`src/rtl/jit_domain_switch_unit.sv`:
```
// Purpose : owns the current execution domain and a return-domain stack; runs CHDOM/RETDOM
//           as pipeline-draining transactions and answers ACCESS permission checks.
// Latency : ACCESS / rejected ops respond 1 cycle after accept; legal switches >= 3 cycles.
// Backpr. : req_ready is high only in IDLE; responses are single-cycle pulses with no backpressure.
// Ports   : clk_i/rst_i (sync active-high), flush_i; req_valid_i/req_ready_o/req_op_i/req_dom_i
//           request channel; drain_req_o/drain_done_i pipeline drain handshake; resp_* response
//           pulse; cur_dom_o/stack_depth_o state view; cfg_* matrix row write port.
module jit_domain_switch_unit #(
    parameter int NR_DOMAINS  = 4,
    parameter int DOM_W       = (NR_DOMAINS > 1) ? $clog2(NR_DOMAINS) : 1,
    parameter int STACK_DEPTH = 4,
    parameter int RESET_DOM   = 0,
    parameter logic [NR_DOMAINS*NR_DOMAINS-1:0] CALL_PERM_RST = 'h0002,
    parameter logic [NR_DOMAINS*NR_DOMAINS-1:0] ACC_PERM_RST  = 'h0071,
    localparam int DEPTH_W    = $clog2(STACK_DEPTH + 1)
) (
    input  logic                  clk_i,
    input  logic                  rst_i,
    input  logic                  flush_i,
    input  logic                  req_valid_i,
    output logic                  req_ready_o,
    input  logic [1:0]            req_op_i,
    input  logic [DOM_W-1:0]      req_dom_i,
    output logic                  drain_req_o,
    input  logic                  drain_done_i,
    output logic                  resp_valid_o,
    output logic                  resp_ok_o,
    output logic [1:0]            resp_cause_o,
    output logic [DOM_W-1:0]      cur_dom_o,
    output logic [DEPTH_W-1:0]    stack_depth_o,
    input  logic                  cfg_we_i,
    input  logic                  cfg_sel_i,
    input  logic [DOM_W-1:0]      cfg_row_i,
    input  logic [NR_DOMAINS-1:0] cfg_wdata_i
);

    localparam int PTR_W = (STACK_DEPTH > 1) ? $clog2(STACK_DEPTH) : 1;

    localparam logic [1:0] ST_IDLE   = 2'd0;
    localparam logic [1:0] ST_DRAIN  = 2'd1;
    localparam logic [1:0] ST_COMMIT = 2'd2;
    localparam logic [1:0] ST_RESP   = 2'd3;

    localparam logic [1:0] OP_ACCESS = 2'd0;
    localparam logic [1:0] OP_CHDOM  = 2'd1;
    localparam logic [1:0] OP_RETDOM = 2'd2;

    localparam logic [1:0] CAUSE_NONE  = 2'd0;
    localparam logic [1:0] CAUSE_PERM  = 2'd1;
    localparam logic [1:0] CAUSE_OVF   = 2'd2;
    localparam logic [1:0] CAUSE_UNDF  = 2'd3;

    localparam logic [DOM_W:0]   NR_DOM_L    = (DOM_W+1)'(NR_DOMAINS);
    localparam logic [DEPTH_W-1:0] DEPTH_MAX = DEPTH_W'(STACK_DEPTH);

    logic [1:0]            state;
    logic [1:0]            op_q;
    logic [DOM_W-1:0]      dom_q;
    logic [DOM_W-1:0]      cur;
    logic [DEPTH_W-1:0]    depth;
    logic                  ok_q;
    logic [1:0]            cause_q;
    logic [DOM_W-1:0]      stk    [STACK_DEPTH];
    logic [NR_DOMAINS-1:0] call_m [NR_DOMAINS];
    logic [NR_DOMAINS-1:0] acc_m  [NR_DOMAINS];

    logic             accept;
    logic             dom_in_range;
    logic             call_ok;
    logic             acc_ok;
    logic             not_full;
    logic             not_empty;
    logic [PTR_W-1:0] push_ptr;
    logic [PTR_W-1:0] top_ptr;

    // A flush in IDLE holds off acceptance for that cycle only.
    assign accept       = req_valid_i && req_ready_o && !flush_i;
    // For non power-of-two domain counts the encoding can exceed the table;
    // the range test masks any out-of-bounds matrix read.
    assign dom_in_range = ({1'b0, req_dom_i} < NR_DOM_L);
    assign call_ok      = dom_in_range && call_m[cur][req_dom_i];
    assign acc_ok       = dom_in_range && acc_m[cur][req_dom_i];
    assign not_full     = (depth < DEPTH_MAX);
    assign not_empty    = (depth != '0);
    assign push_ptr     = PTR_W'(depth);
    assign top_ptr      = PTR_W'(depth - DEPTH_W'(1));

    assign req_ready_o   = (state == ST_IDLE);
    assign drain_req_o   = (state == ST_DRAIN);
    assign resp_valid_o  = (state == ST_RESP) && !flush_i;
    assign resp_ok_o     = resp_valid_o && ok_q;
    assign resp_cause_o  = resp_valid_o ? cause_q : CAUSE_NONE;
    assign cur_dom_o     = cur;
    assign stack_depth_o = depth;

    always_ff @(posedge clk_i) begin
        if (rst_i) begin
            state   <= ST_IDLE;
            op_q    <= OP_ACCESS;
            dom_q   <= '0;
            cur     <= DOM_W'(RESET_DOM);
            depth   <= '0;
            ok_q    <= 1'b0;
            cause_q <= CAUSE_NONE;
            for (int i = 0; i < STACK_DEPTH; i++) begin
                stk[i] <= '0;
            end
            for (int r = 0; r < NR_DOMAINS; r++) begin
                call_m[r] <= CALL_PERM_RST[r*NR_DOMAINS +: NR_DOMAINS];
                acc_m[r]  <= ACC_PERM_RST[r*NR_DOMAINS +: NR_DOMAINS];
            end
        end else begin
            // Matrix writes land next cycle, so a same-cycle request sees the old row.
            if (cfg_we_i) begin
                if (cfg_sel_i) begin
                    acc_m[cfg_row_i] <= cfg_wdata_i;
                end else begin
                    call_m[cfg_row_i] <= cfg_wdata_i;
                end
            end

            case (state)
                ST_IDLE: begin
                    if (accept) begin
                        op_q  <= req_op_i;
                        dom_q <= req_dom_i;
                        case (req_op_i)
                            OP_ACCESS: begin
                                ok_q    <= acc_ok;
                                cause_q <= acc_ok ? CAUSE_NONE : CAUSE_PERM;
                                state   <= ST_RESP;
                            end
                            OP_CHDOM: begin
                                // Permission is reported ahead of overflow.
                                if (!call_ok) begin
                                    ok_q    <= 1'b0;
                                    cause_q <= CAUSE_PERM;
                                    state   <= ST_RESP;
                                end else if (!not_full) begin
                                    ok_q    <= 1'b0;
                                    cause_q <= CAUSE_OVF;
                                    state   <= ST_RESP;
                                end else begin
                                    state   <= ST_DRAIN;
                                end
                            end
                            OP_RETDOM: begin
                                if (!not_empty) begin
                                    ok_q    <= 1'b0;
                                    cause_q <= CAUSE_UNDF;
                                    state   <= ST_RESP;
                                end else begin
                                    state   <= ST_DRAIN;
                                end
                            end
                            default: begin
                                ok_q    <= 1'b0;
                                cause_q <= CAUSE_UNDF;
                                state   <= ST_RESP;
                            end
                        endcase
                    end
                end
                ST_DRAIN: begin
                    // Flush wins over a simultaneous drain_done: the switch is abandoned silently.
                    if (flush_i) begin
                        state <= ST_IDLE;
                    end else if (drain_done_i) begin
                        state <= ST_COMMIT;
                    end
                end
                ST_COMMIT: begin
                    if (op_q == OP_CHDOM) begin
                        stk[push_ptr] <= cur;
                        cur           <= dom_q;
                        depth         <= depth + DEPTH_W'(1);
                    end else begin
                        cur           <= stk[top_ptr];
                        depth         <= depth - DEPTH_W'(1);
                    end
                    ok_q    <= 1'b1;
                    cause_q <= CAUSE_NONE;
                    state   <= ST_RESP;
                end
                default: begin
                    state <= ST_IDLE;
                end
            endcase
        end
    end

endmodule

```
`config.mk`:
```
export PLATFORM = sky130hd
export DESIGN_NAME = jit_domain_switch_unit
export DESIGN_NICKNAME = d
export VERILOG_FILES = /design/src/rtl/jit_domain_switch_unit.sv
export SDC_FILE = /design/constraint.sdc
export NUM_CORES = 1
export LEC_CHECK = 0
export BUFFER_PORTS_ARGS = -buffer_cell sky130_fd_sc_hd__buf_2
export CORE_AREA = 2 2 73 75
export DETAILED_ROUTE_END_ITERATION = 7
export DIE_AREA = 0 0 75 77
export PLACE_DENSITY = 0.85
export SYNTH_ARGS = -nofsm -noshare
export SYNTH_HDL_FRONTEND = slang
export SYNTH_SLANG_ARGS = --single-unit
```
`constraint.sdc`:
```
create_clock -name clk_i -period 2.9 [get_ports clk_i]
set_input_delay 0.58 -clock clk_i [delete_from_list [all_inputs] [get_ports clk_i]]
set_output_delay 0.58 -clock clk_i [all_outputs]
set_load 0.05 [all_outputs]
```
==> results.tsv, run 1 <==
stage	metric	value	unit
job	MaxCap Viol Count	0	
route	drt pass-1 iters	4	
placement	placed inst area	0.00305	mm^2
grt	met3 Use GR	0.0420	
worst_hold_path	hold crit path type	reg2reg	
power_and_ir_drop	Worst IR Drop VDD	0.000252	V
timing	WHS	473	ps
worst_setup_path	critical path type	reg2reg	
grt	Global Route met1 Usage	0.254	
logic_synthesis	Synth Area in Adders	0.0261	
logic_synthesis	Net Count, Synth	258	
route	DRC viols	0	
worst_setup_path	CP Buf/Inv Count	0	
route	vias	1824	
grt	pin count of the biggest net entering global routing	20	
timing	period utilization	0.709	
power_and_ir_drop	P_leak	1.21	nW
worst_setup_path	critical path data required time	3150	ps
logic_synthesis	Post-Syn Instances	235	
logic_synthesis	simple-gate area share of the yosys netlist	0.199	
placement	Final GP Congestion	0.841	
timing	worst slew pin tran	650	ps
route	number of DRC markers in iteration 0	76	
floorplan	# IOs	28	
layout	area grow syn2layout	9.53	%
route	WL final	5.26	mm
timing	skew final	6.93	ps
timing	Rel. slew slack	0.563	
logic_synthesis	largest family of logic cells by synthesized area	simple AND/OR/NAND/NOR gates	
grt	vias in the first global route	1820	
clocking	Post-CTS Resized	0	
worst_setup_path	WP data arrival	2300	ps
layout	ant diodes	0	
worst_setup_path	CP cell instances	mux4_2 > mux2_4 > a2bb2oi_4 > a22oi_2 > a211oi_2	
clocking	hold buffer count at cts	0	
grt	GRT Util Overall	0.202	
floorplan	die footprint	0.00578	mm^2
logic_synthesis	Synth Area in Compound Gates	0.0888	
power_and_ir_drop	Pwr Density	532	mW/mm^2
worst_setup_path	Top Family by Delay on Critical Path	multiplexers	
clocking	TritonCTS clock tree	done	
outcome	status	finished, final reports clean	
route	DR vias/cell	5.51	
worst_setup_path	CP max stage delay	600	ps
clocking	postcts setup bufs	0	
logic_synthesis	Post-Synth XOR/XNOR Area	0.00609	
clocking	cts bufs inserted	5	
floorplan	Die X	75	um
logic_synthesis	Main synth FF type	edfxtp_1	
timing	Tmin final	2060	ps
grt	gr ovfl total	0	
clocking	clock buffer depth	2	
floorplan	Core Region	0.00498	mm^2
clocking	CTS Sinks	56	
floorplan	initial core utilization	0.578	
floorplan	num rows	26	
logic_synthesis	Netlist cell types	50	
route	remaining antenna violation count	0	
logic_synthesis	mux cell area share after synthesis	0.117	
layout	Filler cells	391	
worst_setup_path	worst r2r path cells	5	
timing	max-slew violations	0	
placement	hpwl dp	3.96	mm
logic_synthesis	number of enable flip-flop cells after synthesis	40	
layout	share of cells above drive strength 1	0.238	
timing	fmax	486	MHz
clocking	root buf cell	clkbuf_8	
layout	most common cell after layout, fill and taps aside	edfxtp_1	
worst_setup_path	crit end category	register	
worst_setup_path	worst reg2reg path endpoint	cause_q[0]$_SDFFE_PP0P_	
layout	post-route cell area	0.00315	mm^2
logic_synthesis	Synth warnings	0	
layout	most frequent cells in the layout	edfxtp_1, and2_1, buf_2	
clocking	H-tree depth	2	
timing	unrepaired setup endpoints after global routing	no	
floorplan	Die Span Y	77	um
grt	GRT met2 Usage	0.333	
timing	setup_tns	0	ps
layout	Post-Layout Cell Count	331	
grt	Most Crowded Layer GR	met2	
worst_setup_path	Crit-path slowest cell	dfxtp_1	
timing	Hold Fails Final Rpt	0	
worst_hold_path	hold_sp	cause_q[1]$_SDFFE_PP0P_	
worst_setup_path	CP Launch Type	register	
timing	# setup viols final	0	
worst_hold_path	hold endpoint	cause_q[1]$_SDFFE_PP0P_	
logic_synthesis	Post-Syn Area	0.00288	mm^2
clocking	Worst-path clk slew	110	ps
grt	initial antenna violation count	0	
worst_setup_path	Reg2Reg Setup Slack	840	ps
placement	port bufs	27	
logic_synthesis	Syn Area/Cell	12.2	um^2
layout	final net count	283	
placement	placed insts	323	
logic_synthesis	Async S/R FF share, synth	0	
logic_synthesis	Seq/Total Area, Yosys	0.529	
worst_hold_path	Hold Crit Depth	2	
logic_synthesis	register bit count reported by yosys	56	
worst_setup_path	CP max FO	9	
clocking	Clock Latency Late Sink	320	ps
grt	first-pass GRT wire length	8.66	mm
route	drt wl/cell	15.9	um
how the worst max path moves through the flow:
stage,endpoint,from,slack [ps],cells after the start
4_1_cts,state[1]$_SDFFE_PP0P_,register,810,5
3_5_place_dp,call_m[1][0]$_SDFFCE_PN0P_,rst_i,660,4
2_1_floorplan,resp_cause_o[0],flush_i,670,3
5_1_grt,ok_q$_SDFFE_PP0P_,register,690,5
3_3_place_gp,acc_m[0][0]$_SDFFCE_PN1P_,rst_i,780,5
6_report,cause_q[0]$_SDFFE_PP0P_,register,840,5
cells in the mapped netlist (6+ instances only):
cell type | n | area share
edfxtp_1 | 40 | 0.42
and2_1 | 31 | 0.067
dfxtp_1 | 16 | 0.11
nor2_1 | 15 | 0.020
inv_1 | 12 | 0.016
nor3_1 | 10 | 0.017
nand2b_1 | 9 | 0.020
mux2i_1 | 7 | 0.024
nand2_1 | 7 | 0.0091
clkbuf_1 | 6 | 0.0078
ha_1 | 6 | 0.026
logic make-up after synthesis:
family | count (synthesis)
flops | 56
fa+ha+maj | 6
mux | 20
compound gates | 30
simple gates | 99
buf+inv | 22
xor+xnor | 2
registers in the layout (all words and copies together), names as in the netlist, named ones only:
name           count
acc_m             16
call_m            16
cause_q            2
cur_dom_o          2
dom_q              2
ok_q               1
op_q               2
stack_depth_o      3
state              2
stk                8
stage by stage:
stage	utilization	worst slack (ps)	total power [mW]
after detailed placement	0.614	658	1.24
after global routing	0.633	695	1.75
final	0.633	843	1.68
after CTS	0.633	813	1.69
after global placement	0.614	778	1.23
after floorplan	-	675	1.17
worst register-to-register path, stage by stage (launching register included):
cell	delay [ps]
dfxtp_1	600
mux4_2	560
mux2_4	310
a2bb2oi_4	180
a22oi_2	120
a211oi_2	210
layout make-up:
class | count | area, um^2 | area share
Sequential cell | 56 | 1520 | 0.483
Multi-Input combinational cell | 157 | 1260 | 0.399
Timing Repair Buffer | 28 | 143 | 0.0453
Clock inverter | 3 | 26.3 | 0.00834
Tap cell | 70 | 87.6 | 0.0278
Clock buffer | 5 | 68.8 | 0.0219
Inverter | 12 | 45.0 | 0.0143
layer usage:
layer	part of all wire	up-vias	routed length, um
met2	0.51	55	2690
met4	0.022	0	114
met3	0.044	13	232
li1	-	904	-
met5	0	-	0
met1	0.42	852	2220
report_power, final:
part	internal [mW]	total (mW)	switching, mW
registers	0.909	0.949	0.0393
clock network	0.179	0.453	0.274
logic	0.115	0.276	0.161
Power figures use the tool's default switching activity.
==> run 2: changes to the inputs <==
Settings changed: ABC_AREA from default to 1, CORE_AREA 2 2 73 75 to 2 2 77 79, DIE_AREA 0 0 75 77 to 0 0 79 81, PLACE_DENSITY 0.85 to 0.81.
Clock period 2.9 ns to 1.8 ns, I/O delays scaled along.
==> results.tsv, run 2 <==
stage	metric	value	unit	change
floorplan	initial core utilization	0.507		-0.0706
route	number of DRC markers in iteration 0	108		+42%
logic_synthesis	top-count cell post-synth	nand2_1		
timing	final worst slack	102	ps	-741 ps
clocking	H-tree depth	2		unchanged
logic_synthesis	dominant cell type by area after synthesis	edfxtp_1		
grt	pin count of the biggest net entering global routing	17		-15%
worst_setup_path	CP cell instances	inv_2 > nor3_4 > inv_1 > nor2_2 > buf_4		
worst_setup_path	CP Launch Type	register		
logic_synthesis	Netlist cell types	29		-42%
clocking	clock buffer depth	2		unchanged
worst_setup_path	Crit-path slowest cell	dfxtp_2		
route	WL final	6.04	mm	+15%
logic_synthesis	Seq/Total Area, Yosys	0.529		about the same
outcome	status	finished, final reports clean		
logic_synthesis	Yosys top cell area share	0.417		about the same
route	DR vias/cell	5.06		-8.1%
layout	most frequent cells in the layout	nand2_1, nor2_1, inv_1		
logic_synthesis	Synth warnings	0		unchanged
timing	Tmin final	1700	ps	
route	vias	2375		+30%
floorplan	Die Span Y	81	um	+5.2%
timing	fmax	589	MHz	
logic_synthesis	Async S/R FF share, synth	0		unchanged
grt	gr ovfl total	0		unchanged
timing	Hold Fails Final Rpt	0		unchanged
layout	Filler cells	486		+24%
clocking	CTS Sinks	56		unchanged
timing	period utilization	0.943		
layout	area grow syn2layout	15.0	%	
timing	unrepaired setup endpoints after global routing	no		
logic_synthesis	register bit count reported by yosys	56		unchanged
timing	max-slew violations	0		unchanged
route	drt wl/cell	12.9	um	-19%
placement	dpl ws	136	ps	-522 ps
job	MaxCap Viol Count	0		unchanged
timing	# setup viols final	0		unchanged
layout	ant diodes	0		unchanged
layout	most common cell after layout, fill and taps aside	nand2_1		
grt	vias in the first global route	2151		+18%
floorplan	# IOs	28		unchanged
worst_setup_path	critical path type	reg2out		
logic_synthesis	Post-Syn Instances	351		+49%
floorplan	Core Region	0.00568	mm^2	+14%
power_and_ir_drop	P_leak	1.48	nW	+22%
placement	port bufs	27		unchanged
timing	skew final	9.55	ps	+2.62 ps
clocking	cts bufs inserted	5		unchanged
logic_synthesis	top cells by count, synth	nand2_1, nor2_1, inv_1		
worst_setup_path	crit end category	output port		
clocking	postcts setup bufs	0		unchanged
clocking	Clock Latency Late Sink	310	ps	about the same
clocking	root buf cell	clkbuf_8		
grt	GRT Util Overall	0.197		-0.00427
worst_setup_path	CP max stage delay	380	ps	-220 ps
grt	initial antenna violation count	0		unchanged
floorplan	num rows	28		+7.7%
timing	WHS	308	ps	-164 ps
logic_synthesis	Synth area leaders	edfxtp_1, dfxtp_1, nand2_1		
layout	final net count	416		+47%
logic_synthesis	number of enable flip-flop cells after synthesis	40		unchanged
layout	share of cells above drive strength 1	0.188		-0.0497
clocking	Worst-path clk slew	100	ps	about the same
power_and_ir_drop	Pwr Density	1190	mW/mm^2	+120%
worst_setup_path	Reg2Reg Setup Slack	140	ps	-700 ps
timing	Rel. slew slack	0.628		+0.0648
logic_synthesis	Post-Syn Area	0.00288	mm^2	about the same
logic_synthesis	Main synth FF type	edfxtp_1		
timing	worst slew pin tran	552	ps	-97.4 ps
floorplan	die footprint	0.00640	mm^2	+11%
clocking	hold buffer count at cts	0		unchanged
placement	hpwl dp	4.49	mm	+13%
route	drt pass-1 iters	4		unchanged
worst_hold_path	hold crit path type	in2reg		
worst_setup_path	WP data arrival	1340	ps	-960 ps
layout	biggest regs	acc_m (16), call_m (16), stk (8)		
floorplan	Die X	79	um	+5.3%
logic_synthesis	Syn Area/Cell	8.20	um^2	-33%
worst_setup_path	CP max FO	4		-5
clocking	Post-CTS Resized	3		+3
clocking	TritonCTS clock tree	done		
route	DRC viols	0		unchanged
placement	Final GP Congestion	0.890		+5.8%
logic_synthesis	Net Count, Synth	374		+45%
worst_setup_path	critical path data required time	1440	ps	-1710 ps
power_and_ir_drop	Worst IR Drop VDD	0.000597	V	+140%
grt	first-pass GRT wire length	9.81	mm	+13%
route	remaining antenna violation count	0		unchanged
==> run 2: final cells by class <==
cell class,instances,area (um^2),area share
timing repair buffer,41,260,0.0786
multi-input combinational,232,1100,0.333
inverter,57,219,0.0662
clock buffer,6,72.6,0.0219
sequential,56,1530,0.461
clock inverter,2,35.0,0.0106
tap,75,93.8,0.0284
==> run 2: kinds of logic after synthesis <==
| logic type | share of synthesized area |
|---|---|
| simple gates | 0.294 |
| compound gates | 0.0565 |
| buf+inv | 0.0943 |
| fa+ha+maj | 0.0261 |
| flops | 0.529 |
==> run 2: power breakdown <==
part | switching [mW] | total [mW] | internal, mW
combinational | 0.987 | 1.43 | 0.438
clock | 0.397 | 0.810 | 0.414
sequential | 0.142 | 1.70 | 1.55
total | 1.53 | 3.93 | 2.40
==> run 2: stage by stage <==
step           instance area [um^2]  instances  power [mW]  setup TNS [ps]   util
6_report                       3310        469        3.93               0  0.583
5_1_grt                        3310        469        4.15               0  0.583
4_1_cts                        3310        469        3.92               0  0.583
3_5_place_dp                   3190        461        3.11               0  0.562
3_3_place_gp                   3190        461        3.07               0  0.562
2_1_floorplan                  2900        351        2.77            -364      -
==> run 2: final timing paths <==
check | cells after the start | startpoint | end
worst max-delay path | 5 | state[1]$_SDFFE_PP0P_ | resp_ok_o
worst min register to register | 2 | cause_q[0]$_SDFFE_PP0P_ | cause_q[0]$_SDFFE_PP0P_
worst min-delay path | 2 | rst_i | stack_depth_o[0]$_SDFFE_PP0N_
worst max register to register | 8 | state[1]$_SDFFE_PP0P_ | stk[1][0]$_SDFFCE_PN0P_
==> run 2: metal layers <==
layer | GRT usage | vias up | share of wire
li1 | - | 1202 | -
met1 | 0.258 | 1073 | 0.43
met2 | 0.321 | 78 | 0.48
met3 | 0.0289 | 22 | 0.048
met4 | 0.102 | 0 | 0.035
met5 | 0 | - | 0
==> run 2: critical path, delay by kind of cell, from the launching register on <==
family / cells / cell delay [ps]
flops: 1 / 380
simple gates: 2 / 260
buf+inv: 3 / 380
==> run 3: changes to the inputs <==
Settings changed: REMOVE_ABC_BUFFERS from default to 1.
==> results.tsv, run 3 (synthesis gave the netlist of run 2 again) <==
stage	metric	value	unit	change
outcome	status	finished, final reports clean		
grt	gr ovfl total	0		unchanged
timing	final worst slack	84.6	ps	-17.7 ps
floorplan	initial core utilization	0.507		unchanged
worst_setup_path	CP max stage delay	380	ps	about the same
grt	first-pass GRT wire length	9.75	mm	-0.63%
timing	skew final	11.5	ps	+1.94 ps
layout	area grow syn2layout	14.4	%	
grt	initial antenna violation count	0		unchanged
job	MaxCap Viol Count	0		unchanged
clocking	hold buffer count at cts	0		unchanged
timing	max-slew violations	0		unchanged
placement	Final GP Congestion	0.857		-3.6%
layout	most common cell after layout, fill and taps aside	nand2_1		
power_and_ir_drop	Internal	2.35	mW	-2.4%
timing	Tmin final	1720	ps	+17.7 ps
layout	most frequent cells in the layout	nand2_1, nor2_1, inv_1		
layout	post-route cell area	0.00329	mm^2	-0.53%
floorplan	num rows	28		unchanged
route	DR vias/cell	4.98		-1.6%
placement	placed inst area	0.00317	mm^2	-0.78%
clocking	H-tree depth	2		unchanged
floorplan	Die X	79	um	unchanged
worst_setup_path	critical path data required time	1830	ps	+390 ps
clocking	Clock Latency Late Sink	310	ps	about the same
grt	pin count of the biggest net entering global routing	18		+1
worst_setup_path	CP cell instances	inv_2 > nor2_2 > inv_1 > nor2_2 > nand2_1 > nor2_1 > nand2_1 > nand2_1		
clocking	TritonCTS clock tree	done		
clocking	Worst-path clk slew	100	ps	about the same
worst_setup_path	Reg2Reg Setup Slack	80	ps	-60 ps
clocking	CTS Sinks	56		unchanged
route	DRC viols	0		unchanged
layout	biggest regs	acc_m (16), call_m (16), stk (8)		
route	WL final	5.80	mm	-3.9%
layout	final net count	417		+0.24%
power_and_ir_drop	Worst IR Drop VDD	0.000656	V	+9.9%
placement	dpl ws	82.4	ps	-53.7 ps
clocking	root buf cell	clkbuf_8		
placement	hpwl dp	4.45	mm	-0.84%
timing	setup_tns	0	ps	unchanged
worst_setup_path	most used cell, CP	nand2_1		
power_and_ir_drop	P_leak	1.48	nW	-0.52%
route	drt pass-1 iters	5		+1
clocking	clock buffer depth	2		unchanged
worst_setup_path	crit end category	register		
floorplan	die footprint	0.00640	mm^2	unchanged
worst_setup_path	CP Launch Type	register		
worst_setup_path	Crit-path slowest cell	dfxtp_2		
power_and_ir_drop	Power Total	3.84	mW	-2.3%
timing	Rel. slew slack	0.553		-0.0749
floorplan	# IOs	28		unchanged
timing	unrepaired setup endpoints after global routing	no		
timing	Hold Fails Final Rpt	0		unchanged
layout	ant diodes	0		unchanged
worst_setup_path	CP Buf/Inv Count	2		-1
timing	# setup viols final	0		unchanged
worst_setup_path	Top Family by Delay on Critical Path	simple AND/OR/NAND/NOR gates		
grt	vias in the first global route	2207		+2.6%
placement	port bufs	27		unchanged
worst_setup_path	critical path type	reg2reg		
clocking	cts bufs inserted	5		unchanged
power_and_ir_drop	Sw Share	0.389		+0.000554
route	drt wl/cell	12.3	um	-4.1%
worst_setup_path	WP data arrival	1750	ps	+410 ps
worst_setup_path	CP max FO	5		+1
worst_hold_path	hold crit path type	in2reg		
route	vias	2341		-1.4%
power_and_ir_drop	combinational power share	0.371		+0.008
floorplan	Core Region	0.00568	mm^2	unchanged
floorplan	Die Span Y	81	um	unchanged
power_and_ir_drop	P_sw	1.49	mW	-2.1%
power_and_ir_drop	Pwr Density	1170	mW/mm^2	-1.8%
layout	share of cells above drive strength 1	0.182		-0.00554
timing	period utilization	0.953		+0.00981
timing	fmax	583	MHz	-1.0%
route	number of DRC markers in iteration 0	218		+100%
power_and_ir_drop	sequential share of power	0.432		about the same
grt	GRT Util Overall	0.193		-0.00474
timing	worst slew pin tran	663	ps	+111 ps
route	remaining antenna violation count	0		unchanged
power_and_ir_drop	Clock Power Share	0.197		-0.009
[run 3: cell type report]
cell class,count,area [um^2]
flip-flops and latches,56,1520
well taps,75,93.8
repair buffers,42,259
fillers,503,2380
clock inverters,2,12.5
inverters,57,219
clock buffers,6,93.8
multi-input cells,232,1090
[run 3: timing repair]
action                                  in CTS  in global routing
buffers inserted                             0                  0
cloned                                       0                  0
endpoints found under the setup margin       3                 10
gates resized for setup                      3                  4
[run 3: final timing paths]
check                                              from                             to  cells past startpoint
worst max register to register    state[1]$_SDFFE_PP0P_        stk[1][1]$_SDFFCE_PN0P_                      8
worst min register to register  cause_q[0]$_SDFFE_PP0P_        cause_q[0]$_SDFFE_PP0P_                      2
worst max-delay path              state[1]$_SDFFE_PP0P_        stk[1][1]$_SDFFCE_PN0P_                      8
worst min-delay path                              rst_i  stack_depth_o[0]$_SDFFE_PP0N_                      2
[run 3: worst reg2reg max path: stages, from the launching register on]
cell,delay [ps]
dfxtp_2,380
inv_2,60
nor2_2,230
inv_1,110
nor2_2,170
nand2_1,140
nor2_1,150
nand2_1,100
nand2_1,100
[run 3: routing by layer]
layer  vias up  part of all wire  global-route usage
li1       1204                 -                   -
met1      1051              0.43               0.255
met2        78              0.49               0.334
met3         8             0.062              0.0267
met4         0             0.017              0.0534
met5         -                 0                   0
[run 3: power by group through the flow]
stage / combinational, mW / clock (mW) / sequential, mW
5_1_grt: 1.59 / 0.815 / 1.68
3_3_place_gp: 1.38 / 0 / 1.67
4_1_cts: 1.42 / 0.760 / 1.65
3_5_place_dp: 1.41 / 0 / 1.68
6_report: 1.42 / 0.758 / 1.66
2_1_floorplan: 0.847 / 0 / 1.83
[run 3: through the flow]
| stage | std cells | util | hold WS [ps] |
|---|---|---|---|
| floorplan | 345 | - | 439 |
| global placement | 462 | 0.558 | 466 |
| detailed placement | 462 | 0.558 | 484 |
| CTS | 470 | 0.578 | 314 |
| global route | 470 | 0.580 | 325 |
| finish | 470 | 0.580 | 310 |
